File: config.mk
export PLATFORM = sky130hd
export DESIGN_NAME = trdb_itype_classifier_flat
export DESIGN_NICKNAME = d
export VERILOG_FILES = /design/src/rtl/trdb_itype_classifier_if.sv /design/src/rtl/trdb_itype_classifier.sv /design/src/flat_wrapper.sv
export SDC_FILE = /design/constraint.sdc
export NUM_CORES = 1
export LEC_CHECK = 0
export ABC_AREA = 1
export CORE_MARGIN = 5
export CORE_UTILIZATION = 40
export CTS_BUF_LIST = sky130_fd_sc_hd__clkbuf_4 sky130_fd_sc_hd__clkbuf_8
export DETAILED_ROUTE_END_ITERATION = 8
export GPL_TIMING_DRIVEN = 0
export PLACE_DENSITY = 0.73
export SLEW_MARGIN = 10
export SYNTH_ARGS = -nofsm -noshare
export SYNTH_HDL_FRONTEND = slang
export SYNTH_SLANG_ARGS = --single-unit
File: constraint.sdc
create_clock -name clk_i -period 4.8 [get_ports clk_i]
set_input_delay 1.2 -clock clk_i [delete_from_list [all_inputs] [get_ports clk_i]]
set_output_delay 1.2 -clock clk_i [all_outputs]
set_load 0.05 [all_outputs]
File: src/rtl/trdb_itype_classifier_if.sv
// Retirement-side inputs and packet-emitter-side outputs of the itype classifier.
interface trdb_itype_classifier_if #(
    parameter int XLEN    = 32,
    parameter int IADDR_W = 32,
    parameter int ITYPE_W = 4
);
    logic               valid_i;
    logic [XLEN-1:0]    inst_data_i;
    logic               compressed_i;
    logic [IADDR_W-1:0] iaddr_i;
    logic               exception_i;
    logic               interrupt_i;
    logic               eret_i;
    logic               flush_i;

    logic               valid_o;
    logic [IADDR_W-1:0] iaddr_o;
    logic [ITYPE_W-1:0] itype_o;
    logic               ilastsize_o;
    logic               branch_o;
    logic               branch_taken_o;
    logic               updiscon_o;
    logic               partial_o;

    modport master (
        output valid_i, inst_data_i, compressed_i, iaddr_i,
               exception_i, interrupt_i, eret_i, flush_i,
        input  valid_o, iaddr_o, itype_o, ilastsize_o,
               branch_o, branch_taken_o, updiscon_o, partial_o
    );

    modport slave (
        input  valid_i, inst_data_i, compressed_i, iaddr_i,
               exception_i, interrupt_i, eret_i, flush_i,
        output valid_o, iaddr_o, itype_o, ilastsize_o,
               branch_o, branch_taken_o, updiscon_o, partial_o
    );
endinterface

File: src/rtl/trdb_itype_classifier.sv
// Pipelined E-Trace itype classifier: holds one retired instruction (tc) and
// classifies it once its successor (nc) arrives, or on a flush drain.
module trdb_itype_classifier #(
    parameter int XLEN    = 32,
    parameter int IADDR_W = 32,
    parameter int ITYPE_W = 4
) (
    input  logic                   clk_i,
    input  logic                   rst_ni,
    trdb_itype_classifier_if.slave bus
);
    generate
        if (ITYPE_W != 3 && ITYPE_W != 4) begin : g_bad_itype_w
            $error("trdb_itype_classifier: ITYPE_W must be 3 or 4");
        end
        if (XLEN < 32) begin : g_bad_xlen
            $error("trdb_itype_classifier: XLEN must be at least 32");
        end
    endgenerate

    // Only opcode/rd/funct3/rs1 bits matter for classification, so the upper
    // instruction bits are not held.
    typedef struct packed {
        logic               valid;
        logic [19:0]        data;
        logic               compressed;
        logic [IADDR_W-1:0] iaddr;
        logic               exception;
        logic               interrupt;
        logic               eret;
    } held_t;

    held_t tc;
    logic  flush_pend;

    logic unused_data_hi;
    assign unused_data_hi = ^bus.inst_data_i[XLEN-1:20];

    logic [15:0]        cins;
    logic               is_br, is_jal, is_jalr;
    logic [4:0]         j_rd, j_rs1;
    logic               rd_link, rs1_link;
    logic               drain, emit, taken, updiscon;
    logic [IADDR_W-1:0] fall_addr;
    logic [3:0]         jump_code, itype_full;

    // Decode the held instruction into branch, jal-class and jalr-class with
    // effective rd/rs1 (compressed forms imply rd = x0 or x1).
    always_comb begin
        cins    = tc.data[15:0];
        is_br   = 1'b0;
        is_jal  = 1'b0;
        is_jalr = 1'b0;
        j_rd    = 5'd0;
        j_rs1   = 5'd0;
        if (tc.compressed) begin
            j_rs1 = cins[11:7];
            // c.beqz / c.bnez
            if (cins[1:0] == 2'b01 && cins[15:14] == 2'b11)
                is_br = 1'b1;
            // c.j (101) / c.jal (001)
            if (cins[1:0] == 2'b01 && cins[14:13] == 2'b01) begin
                is_jal = 1'b1;
                j_rd   = cins[15] ? 5'd0 : 5'd1;
            end
            // c.jr / c.jalr; rs1 = x0 encodes something else
            if (cins[1:0] == 2'b10 && cins[15:13] == 3'b100 &&
                cins[6:2] == 5'd0 && cins[11:7] != 5'd0) begin
                is_jalr = 1'b1;
                j_rd    = cins[12] ? 5'd1 : 5'd0;
            end
        end else begin
            j_rd    = tc.data[11:7];
            j_rs1   = tc.data[19:15];
            // all funct3 values: base branches plus p.beqimm/p.bneimm
            is_br   = (tc.data[6:0] == 7'b1100011);
            is_jal  = (tc.data[6:0] == 7'b1101111);
            is_jalr = (tc.data[6:0] == 7'b1100111) && (tc.data[14:12] == 3'b000);
        end
        rd_link  = (j_rd == 5'd1) || (j_rd == 5'd5);
        rs1_link = (j_rs1 == 5'd1) || (j_rs1 == 5'd5);
    end

    // Classify tc against the incoming instruction; a drain has no successor,
    // so a drained branch is reported as not taken.
    always_comb begin
        drain     = !bus.valid_i;
        emit      = tc.valid && (bus.valid_i || bus.flush_i || flush_pend);
        fall_addr = tc.iaddr + (tc.compressed ? IADDR_W'(2) : IADDR_W'(4));
        taken     = is_br && !drain && (fall_addr != bus.iaddr_i);
        updiscon  = is_jalr || tc.exception || tc.interrupt || tc.eret;

        jump_code = 4'd0;
        if (is_jalr) begin
            if (ITYPE_W == 3)                              jump_code = 4'd6;
            else if (rd_link && rs1_link && j_rs1 != j_rd) jump_code = 4'd12;
            else if (rd_link)                              jump_code = 4'd8;
            else if (rs1_link)                             jump_code = 4'd13;
            else if (j_rd == 5'd0)                         jump_code = 4'd10;
            else                                           jump_code = 4'd14;
        end else if (is_jal && ITYPE_W == 4) begin
            if (rd_link)           jump_code = 4'd9;
            else if (j_rd == 5'd0) jump_code = 4'd11;
            else                   jump_code = 4'd15;
        end

        if (tc.interrupt)      itype_full = 4'd2;
        else if (tc.exception) itype_full = 4'd1;
        else if (tc.eret)      itype_full = 4'd3;
        else if (is_br)        itype_full = taken ? 4'd5 : 4'd4;
        else                   itype_full = jump_code;
    end

    // Output registers update only on an emit; tc/flush_pend track the window.
    always_ff @(posedge clk_i or negedge rst_ni) begin
        if (!rst_ni) begin
            tc                 <= '0;
            flush_pend         <= 1'b0;
            bus.valid_o        <= 1'b0;
            bus.iaddr_o        <= '0;
            bus.itype_o        <= '0;
            bus.ilastsize_o    <= 1'b0;
            bus.branch_o       <= 1'b0;
            bus.branch_taken_o <= 1'b0;
            bus.updiscon_o     <= 1'b0;
            bus.partial_o      <= 1'b0;
        end else begin
            bus.valid_o <= emit;
            if (emit) begin
                bus.iaddr_o        <= tc.iaddr;
                bus.itype_o        <= itype_full[ITYPE_W-1:0];
                bus.ilastsize_o    <= !tc.compressed;
                bus.branch_o       <= is_br;
                bus.branch_taken_o <= taken;
                bus.updiscon_o     <= updiscon;
                bus.partial_o      <= drain;
            end
            if (bus.valid_i) begin
                tc.valid      <= 1'b1;
                tc.data       <= bus.inst_data_i[19:0];
                tc.compressed <= bus.compressed_i;
                tc.iaddr      <= bus.iaddr_i;
                tc.exception  <= bus.exception_i;
                tc.interrupt  <= bus.interrupt_i;
                tc.eret       <= bus.eret_i;
                if (bus.flush_i)
                    flush_pend <= 1'b1;
            end else if (emit) begin
                tc.valid   <= 1'b0;
                flush_pend <= 1'b0;
            end else if (!tc.valid) begin
                flush_pend <= 1'b0;
            end
        end
    end
endmodule

File: src/flat_wrapper.sv
// flat-port wrapper written by rule: the top's interface ports become plain ports
module trdb_itype_classifier_flat 
#(
    parameter int XLEN    = 32,
    parameter int IADDR_W = 32,
    parameter int ITYPE_W = 4
)
  (clk_i, rst_ni, bus_valid_i, bus_inst_data_i, bus_compressed_i, bus_iaddr_i, bus_exception_i, bus_interrupt_i, bus_eret_i, bus_flush_i, bus_valid_o, bus_iaddr_o, bus_itype_o, bus_ilastsize_o, bus_branch_o, bus_branch_taken_o, bus_updiscon_o, bus_partial_o);
  trdb_itype_classifier_if #(.XLEN(XLEN), .IADDR_W(IADDR_W), .ITYPE_W(ITYPE_W)) bus_i ();
  input  logic clk_i;
  input  logic rst_ni;
  input wire logic [$bits(bus_i.valid_i)-1:0] bus_valid_i;
  input wire logic [$bits(bus_i.inst_data_i)-1:0] bus_inst_data_i;
  input wire logic [$bits(bus_i.compressed_i)-1:0] bus_compressed_i;
  input wire logic [$bits(bus_i.iaddr_i)-1:0] bus_iaddr_i;
  input wire logic [$bits(bus_i.exception_i)-1:0] bus_exception_i;
  input wire logic [$bits(bus_i.interrupt_i)-1:0] bus_interrupt_i;
  input wire logic [$bits(bus_i.eret_i)-1:0] bus_eret_i;
  input wire logic [$bits(bus_i.flush_i)-1:0] bus_flush_i;
  output wire logic [$bits(bus_i.valid_o)-1:0] bus_valid_o;
  output wire logic [$bits(bus_i.iaddr_o)-1:0] bus_iaddr_o;
  output wire logic [$bits(bus_i.itype_o)-1:0] bus_itype_o;
  output wire logic [$bits(bus_i.ilastsize_o)-1:0] bus_ilastsize_o;
  output wire logic [$bits(bus_i.branch_o)-1:0] bus_branch_o;
  output wire logic [$bits(bus_i.branch_taken_o)-1:0] bus_branch_taken_o;
  output wire logic [$bits(bus_i.updiscon_o)-1:0] bus_updiscon_o;
  output wire logic [$bits(bus_i.partial_o)-1:0] bus_partial_o;
  assign bus_i.valid_i = bus_valid_i;
  assign bus_i.inst_data_i = bus_inst_data_i;
  assign bus_i.compressed_i = bus_compressed_i;
  assign bus_i.iaddr_i = bus_iaddr_i;
  assign bus_i.exception_i = bus_exception_i;
  assign bus_i.interrupt_i = bus_interrupt_i;
  assign bus_i.eret_i = bus_eret_i;
  assign bus_i.flush_i = bus_flush_i;
  assign bus_valid_o = bus_i.valid_o;
  assign bus_iaddr_o = bus_i.iaddr_o;
  assign bus_itype_o = bus_i.itype_o;
  assign bus_ilastsize_o = bus_i.ilastsize_o;
  assign bus_branch_o = bus_i.branch_o;
  assign bus_branch_taken_o = bus_i.branch_taken_o;
  assign bus_updiscon_o = bus_i.updiscon_o;
  assign bus_partial_o = bus_i.partial_o;
  trdb_itype_classifier #(.XLEN(XLEN), .IADDR_W(IADDR_W), .ITYPE_W(ITYPE_W)) u_core (.clk_i(clk_i), .rst_ni(rst_ni), .bus(bus_i));
endmodule
# After elaboration in Yosys (flattened, before gate mapping)
# Index checks and enable logic that the tools add are counted.
# Widths: inputs -> output; s select.
[word_totals] reg_bits=100 in_bits=72 out_inout_bits=42 wordCells=91
[classes] add_sub_neg=1 eq_ne=16 n_mux=32 n_reduce_logical=26
[ops] op="$mux 4" count=10
[ops] op="$add 32x32->32" count=1
[ops] op="$ne 32x32->1" count=1
[ops] op="$eq 7x7->1 const B" count=3
[ops] op="$mux 5" count=4
[ops] op="$mux 1" count=15
[ops] op="$logic_and 1x1->1" count=11
[ops] op="$eq 5x1->1 const B" count=2
[ops] op="$eq 5x3->1 const B" count=2
[ops] op="$logic_not 5->1" count=2
[ops] op="$mux 3" count=3
[ops] op="$logic_or 1x1->1" count=7
[ops] op="$ne 5x5->1" count=1
[ops] op="$reduce_bool 5->1" count=1
[ops] op="$eq 2x1->1 const B" count=2
[ops] op="$eq 2x2->1 const B" count=2
[ops] op="$eq 3x3->1 const B" count=1
[ops] op="$logic_not 3->1" count=1
[ops] op="$ne 3x3->1 const B" count=1
[ops] op="$logic_not 1->1" count=2
[ops] op="$ne 2x1->1 const B" count=1
[ops] op="$reduce_and 2->1" count=1
[ops] op="$reduce_bool 2->1" count=1

# Longest topological paths before layout
# Gate-level depths: netlist (run 1).
[logic_depth] depth_word=16 ltp_mapped=20 ltp_nobuf=18

# Worst setup path after synthesis (run 1)
# Ideal clock, no wire load.
[synth_path] kind="in2reg" startpoint="input bus_valid_i" endpoint="register u_core.bus.branch_o" setup_time_ns=0.136 t_arrival_ns=2.193 required_time_ns=4.664 slack_ns=2.471 cell_stages=7 path_buffers=2 path_cell_list="inv_1 -> a21oi_1 -> inv_1 -> clkbuf_1 -> buf_1 -> nand2_1 -> o21ai_0"
[synth_via] elab_chain_len=3
[synth_lines] element="from (decl)" line="flat_wrapper.sv:12" rtl="input wire logic [$bits(bus_i.valid_i)-1:0] bus_valid_i;"
[synth_lines] element="$logic_or 1x1->1 (2 in a row)" line="trdb_itype_classifier.sv:88" rtl="emit = tc.valid && (bus.valid_i || bus.flush_i || flush_pend);"
[synth_lines] element="$logic_and 1x1->1" line="trdb_itype_classifier.sv:88"
[synth_lines] element="net u_core.emit" line="trdb_itype_classifier.sv:43" rtl="logic drain, emit, taken, updiscon;"
[synth_lines] element="to (signal assigned)" line="trdb_itype_classifier.sv:133" rtl="bus.branch_o <= is_br;"
[synth_lines] element="to (decl)" line="trdb_itype_classifier_if.sv:36" rtl="branch_o, branch_taken_o, updiscon_o, partial_o"
# The timed path passes the listed nets, and every way through them passes these cells.
# A chain may end at the register's enable or synchronous reset.

# Worst setup path in the final report (run 1)
[layout_path] startpoint="input bus_valid_i" endpoint="register u_core.bus.iaddr_o[26]"
[layout_via] elab_chain_len=3
[layout_lines] element="$logic_or 1x1->1 (2 in a row)" line="trdb_itype_classifier.sv:88"
[layout_lines] element="$logic_and 1x1->1" line="trdb_itype_classifier.sv:88"
[layout_lines] element="net u_core.emit" line="trdb_itype_classifier.sv:43"
[layout_lines] element="to (signal assigned)" line="trdb_itype_classifier.sv:130" rtl="bus.iaddr_o <= tc.iaddr;"
[layout_lines] element="to (decl)" line="trdb_itype_classifier_if.sv:35" rtl="output valid_o, iaddr_o, itype_o, ilastsize_o,"
# The timed path passes the listed nets, and every way through them passes these cells.

==> impl_metrics.tcl, run 1 <==
set metrics [dict create \
    outcome "complete, no violations" \
    fin_crit_sh 0.604 \
    ctsHtreeMaxLevel 3 \
    clkPwrFrac 0.278 \
    grt_pass1_vias 4800 \
    drt-pass1-iter-count 5 \
    ios 114 \
    netSwitchingFraction 0.353 \
    rows 42 \
    drive_above_1_share 0.0554 \
    finalCriticalPeriod_ps 2900 \
    wl_mm 14.6 \
    setup_viol 0 \
    die-height_um 127 \
    worstPathRequired_ps 5090 \
    max-slew-margin-rel 0.602 \
    core_um2 13300 \
    finalHoldViolCount 0 \
    pwr-share-comb 0.293 \
    port_buffers 101 \
    antenna_found_initial 0 \
    seq_area_frac_synth 0.455 \
    path_buf_inv 5 \
    critPathKind "input pin to flop" \
    cts_buffers 9 \
    ant_nets 0 \
    gp_congestion 0.893 \
    dieArea_um2 16200 \
    dp_hpwl_mm 11.3 \
    crit_family "buffers and inverters" \
    hold_path_class "flop to flop" \
    power.share.sequential 0.429 \
    busiest_layer "met2" \
    synth-seq-cells 100 \
    r2r_cells 19 \
    final_cell_mix "nand2_1, inv_1, clkdlybuf4s50_1, dfrtp_1, o21ai_0" \
    die_x_um 127 \
    area_growth_pct 27.3 \
    gr-usage-all-layers 0.186 \
    fin_nets 900 \
    syn_area_per_cell_um2 7.72 \
    clock_sinks 100 \
    final_common_cell "nand2_1" \
    placed_area_um2 6750 \
    drt_iter0_drc 183 \
    use_met2 0.307 \
    routedWlPerCell_um 14.6 \
    crit_path_frequent_cell "inv_1" \
    stdcell_area_um2 7000 \
    syn_area_um2 5500 \
    ff_latch_area_um2 2500 \
    fmax_mhz 345 \
    syn_nets 787 \
    cp-end-kind "flop" \
    grt.met1_usage 0.246 \
    hold_depth 2 \
    fin_hold_ws_ps 483 \
    yosys-top-cells-area "dfrtp_1, nand2_1, o21ai_0" \
    slowest_delay_ps 450 \
    multiInputGateArea_um2 2520 \
    cts_tree "built" \
    yosys_warnings 0 \
    arrival_ps 3190 \
    n_antenna_cell 0 \
    power.switching_mw 0.838 \
    p_per_area_nw_per_um2 340 \
    cts_resized 0 \
    holdBufCountCts 0 \
    worstSetupStartpointType "input pin" \
    ys_types 34 \
    synth_area_leader_cell "dfrtp_1" \
    tightest_slew_ps 597 \
    final_cell_count_no_fill 1006 \
    maxCapViolCount 0 \
    postCtsSetupBuffers 0 \
    clockBufferDepth 2 \
    synth_cells 712 \
    insertion_delay_ps 390 \
    nFillCells 1280 \
    clk_pin_slew_ps 90 \
    finalSetupTns_ps 0 \
    fin_util 0.524 \
    grt_max_degree 58 \
    vias 4873 \
    rsz0062_at_grt "false" \
    start_util 0.412 \
    worstPathCellList "clkdlybuf4s50_1 -> inv_1 -> a21oi_1 -> inv_1 -> clkbuf_1 -> buf_1 -> nand2_1 -> o21ai_0" \
    vias_per_cell 4.84 \
    overflow 0 \
    grt_pass1_wl_mm 24.1 \
    skew_ps 18.8 \
    p_int_mw 1.54 \
    clock-root-buffer "clkbuf_8" \
    p_leak_nw 3.40 \
    placed_cells 990 \
    crit_path_max_fanout 10 \
    met3_usage 0.0313 \
    ir_drop_mv 0.192 \
    slew_violations 0 \
    cp.depth 8 \
    cpMaxStageDelayCell "buf_1" \
    yosys.area.top_type_share 0.455 \
    drc_errors 0 \
]
[cell usage after synthesis (all sizes together)]
| library cell | instances |
|---|---|
| a21oi | 3 |
| a22o | 1 |
| a31oi | 1 |
| buf | 6 |
| clkbuf | 17 |
| dfrtp | 100 |
| fa | 1 |
| ha | 2 |
| inv | 103 |
| nand2 | 212 |
| nand3 | 33 |
| nand3b | 2 |
| nand4 | 27 |
| nor2 | 49 |
| nor3 | 3 |
| nor3b | 1 |
| nor4 | 5 |
| o21ai | 96 |
| o21bai | 3 |
| o22ai | 1 |
| o31ai | 1 |
| or2 | 2 |
| xnor2 | 15 |
| xor2 | 28 |
[sequential cells by signal, summed over array words and instances, names as in the netlist]
register and flops:
u_core.bus.branch_o 1, u_core.bus.branch_taken_o 1, u_core.bus.iaddr_o 32, u_core.bus.ilastsize_o 1
u_core.bus.itype_o 4, u_core.bus.partial_o 1, u_core.bus.updiscon_o 1, u_core.bus.valid_o 1
u_core.cins 16, u_core.flush_pend 1, u_core.tc 41
[cell families (layout without fill, tap and decap cells)]
logic type	after synthesis	count (layout)	share of synthesized area
AND/OR/NAND/NOR	334	334	0.282
buffers and inverters	126	244	0.0872
AO/OA/AOI/OAI	106	106	0.0995
flip-flops	100	100	0.455
XOR/XNOR	43	43	0.0685
adder cells (fa/ha/maj)	3	3	0.00819
[per-layer routing]
metal	wire (um)	part of all wire
met1	6630	0.45
met2	7030	0.48
met3	710	0.048
met4	282	0.019
met5	0	0
[cell type report]
type / instances / area share
multi-input cells: 486 / 0.360
flip-flops and latches: 100 / 0.358
repair buffers: 102 / 0.148
inverters: 103 / 0.0553
well taps: 176 / 0.0315
clock buffers: 10 / 0.0188
clock inverters: 6 / 0.0159
plain buffers: 23 / 0.0132
[worst register-to-register path, stage by stage (launching register included)]
cell and delay [ps]:
dfrtp_1 410, buf_2 230, inv_1 160, buf_2 230, ha_1 320, nand2_1 50, nand2_1 90, nand3_2 190
nor2_8 210, nand2_1 70, nand2_1 60, nand2_1 50, nor2_1 90, nand2_1 60, nor2_1 110, nand3_1 130
nand2_1 140, nand2_1 60, nand2_1 50, nand2_1 50
[power by group through the flow]
stage               logic (mW)  clock network (mW)  registers (mW)
floorplan                0.248                   0            1.21
global placement         0.688                   0            1.03
detailed placement       0.699                   0            1.04
CTS                      0.703               0.673            1.02
global route             0.760               0.704            1.03
finish                   0.696               0.660            1.02
[stage by stage]
stage	setup slack [ps]	power (mW)
2_1_floorplan	2470	1.46
3_3_place_gp	-1240	1.72
3_5_place_dp	1440	1.73
4_1_cts	1850	2.40
5_1_grt	1570	2.50
6_report	1900	2.38
[worst paths after layout]
path	slack, ps	endpoint	startpoint
max in group asynchronous	3290	u_core.tc[31]	rst_ni
hold / removal	480	u_core.tc[1]	u_core.tc[1]
setup reg to reg	1940	u_core.bus.itype_o[0]	u_core.tc[35]
min in group asynchronous	810	u_core.bus.iaddr_o[6]	rst_ni
setup / recovery	1900	u_core.bus.iaddr_o[26]	bus_valid_i
hold reg to reg	480	u_core.tc[1]	u_core.tc[1]
Power figures use the tool's default switching activity.
==> run 2: changes to the inputs <==
- PLACE_DENSITY: 0.73 -> 0.75
- clock period: 4.8 -> 2.5 ns (I/O delays scaled with it)
==> run 2 against run 1 <==
- the run now ends with setup timing left
- largest power group unchanged
- critical path depth increased by 8
- via count increased by 2.6%
- highest routed layer unchanged
- combinational power increased by 97%
- sequential share of layout area decreased by 0.50 points
==> impl_metrics.tcl, run 2 (synthesis gave the netlist of run 1 again) <==
set metrics [dict create \
    outcome "finished, violations left" \
    violations "setup timing" \
    regMostFlops "u_core.tc" \
    clock-root-buffer "clkbuf_8" \
    post-place-ws_ps -366 \
    worstPathCellList "ha_2 -> inv_1 -> fa_2 -> nor2_8 -> nand2_4 -> nor2_8 -> buf_6 -> nand3_1 -> nand2_1 -> nand4_1 -> nor2_1 -> nand3_2 -> nand2_2 -> nand2_1 -> nand2_1 -> nand2_1" \
    timing.final.ws_setup_ps -41.0 \
    tightest_slew_ps 604 \
    final_common_cell "nand2_1" \
    finalCriticalPeriod_ps 2540 \
    area_growth_pct 29.1 \
    grt_pass1_wl_mm 24.1 \
    skew_ps 11.5 \
    die-height_um 127 \
    ios 114 \
    fin_crit_sh 1.02 \
    clk_pin_slew_ps 100 \
    cts_buffers 9 \
    slowest_delay_ps 420 \
    core_um2 13300 \
    setup_viol 1 \
    wl_mm 14.8 \
    drt-pass1-iter-count 5 \
    worstSetupStartpointType "flop" \
    arrival_ps 2810 \
    fin_nets 912 \
    cp-end-kind "flop" \
    fmax_mhz 394 \
    grt_pass1_vias 4867 \
    p_leak_nw 3.44 \
    cpMaxStageDelayCell "dfrtp_1" \
    die_x_um 127 \
    maxCapViolCount 0 \
    drt_iter0_drc 365 \
    drc_errors 0 \
    grt_max_degree 66 \
    dieArea_um2 16200 \
    ant_nets 0 \
    overflow 0 \
    clkPwrFrac 0.228 \
    start_util 0.412 \
    vias_per_cell 4.92 \
    vias 4999 \
    cp-startpoint "u_core.tc[35]" \
    worstPathRequired_ps 2770 \
    crit_path_max_fanout 6 \
    cts_tree "built" \
    routedWlPerCell_um 14.6 \
    insertion_delay_ps 380 \
    rsz0062_at_grt "true" \
    crit_family "simple AND/OR/NAND/NOR gates" \
    placed_cells 990 \
    ir_drop_mv 0.328 \
    antenna_found_initial 0 \
    p_int_mw 2.71 \
    stdcell_area_um2 7100 \
    regToRegStartpoint "u_core.tc[35]" \
    finalSetupTns_ps -41.0 \
    finalHoldViolCount 0 \
    max-slew-margin-rel 0.598 \
    final_cell_count_no_fill 1017 \
    dp_hpwl_mm 11.1 \
    hold_path_class "input pin to asynchronous set/reset pin" \
    power.share.sequential 0.454 \
    placed_area_um2 6750 \
    clock_sinks 100 \
    final_cell_mix "nand2_1, clkdlybuf4s50_1, dfrtp_1, inv_1, o21ai_0" \
    largest_register_ffs 41 \
    gr-usage-all-layers 0.187 \
    port_buffers 101 \
    netSwitchingFraction 0.372 \
    slew_violations 0 \
    rows 42 \
    power.switching_mw 1.60 \
    pwr-share-comb 0.319 \
    holdBufCountCts 0 \
    drive_above_1_share 0.0856 \
    gp_congestion 0.888 \
    ctsHtreeMaxLevel 3 \
    n_antenna_cell 0 \
    critPathKind "flop to flop" \
    clockBufferDepth 2 \
    path_buf_inv 2 \
    crit_path_frequent_cell "nand2_1" \
    p_per_area_nw_per_um2 607 \
]
run 2: cell types whose count changed in the layout (fill, tap and decap cells not counted), sizes merged:
cell and delta:
buf +11, bufinv -3, clkbuf +2, clkinv +2, inv -1
run 2: repair_timing:
action,in CTS,in global routing
gates resized for setup,11,13
setup endpoints to repair,2,34
setup buffers,4,8
pin swaps,7,16
run 2: metal layers:
metal | GRT usage | share of wire | vias up
met2 | 0.321 | 0.49 | 135
met5 | 0 | 0 | -
met1 | 0.239 | 0.44 | 2350
met4 | 0.0423 | 0.011 | 0
li1 | - | - | 2498
met3 | 0.0472 | 0.059 | 16
run 2: path summary, 6_finish.rpt:
path | end | slack, ps | cells after the start
min | u_core.bus.iaddr_o[4] | 190 | 1
min reg2reg | u_core.flush_pend | 490 | 2
min in group clk_i | u_core.flush_pend | 490 | 2
max reg2reg | u_core.bus.itype_o[0] | -40 | 16
max | u_core.bus.itype_o[0] | -40 | 16
max in group asynchronous | u_core.bus.iaddr_o[27] | 1620 | 2
run 2: area by class of cell:
class                   count  area, um^2
clock inverters             4        23.8
plain buffers              23         109
multi-input cells         486        2570
fillers                  1277        6250
well taps                 176         220
clock buffers              11         151
inverters                 103         390
flip-flops and latches    100        2500
repair buffers            114        1130
run 2: stage by stage:
stage | util | hold slack (ps) | power, mW
final | 0.532 | 195 | 4.31
after global routing | 0.532 | 218 | 4.54
after CTS | 0.525 | 197 | 4.34
after detailed placement | 0.506 | 473 | 3.33
after global placement | 0.504 | 460 | 3.31
after floorplan | - | 329 | 2.80
run 2: power groups by stage:
stage	registers, mW	clock network [mW]	logic [mW]
floorplan	2.32	0	0.476
global placement	1.98	0	1.32
detailed placement	1.98	0	1.34
CTS	1.96	1.01	1.37
global route	1.98	1.06	1.50
finish	1.96	0.981	1.37
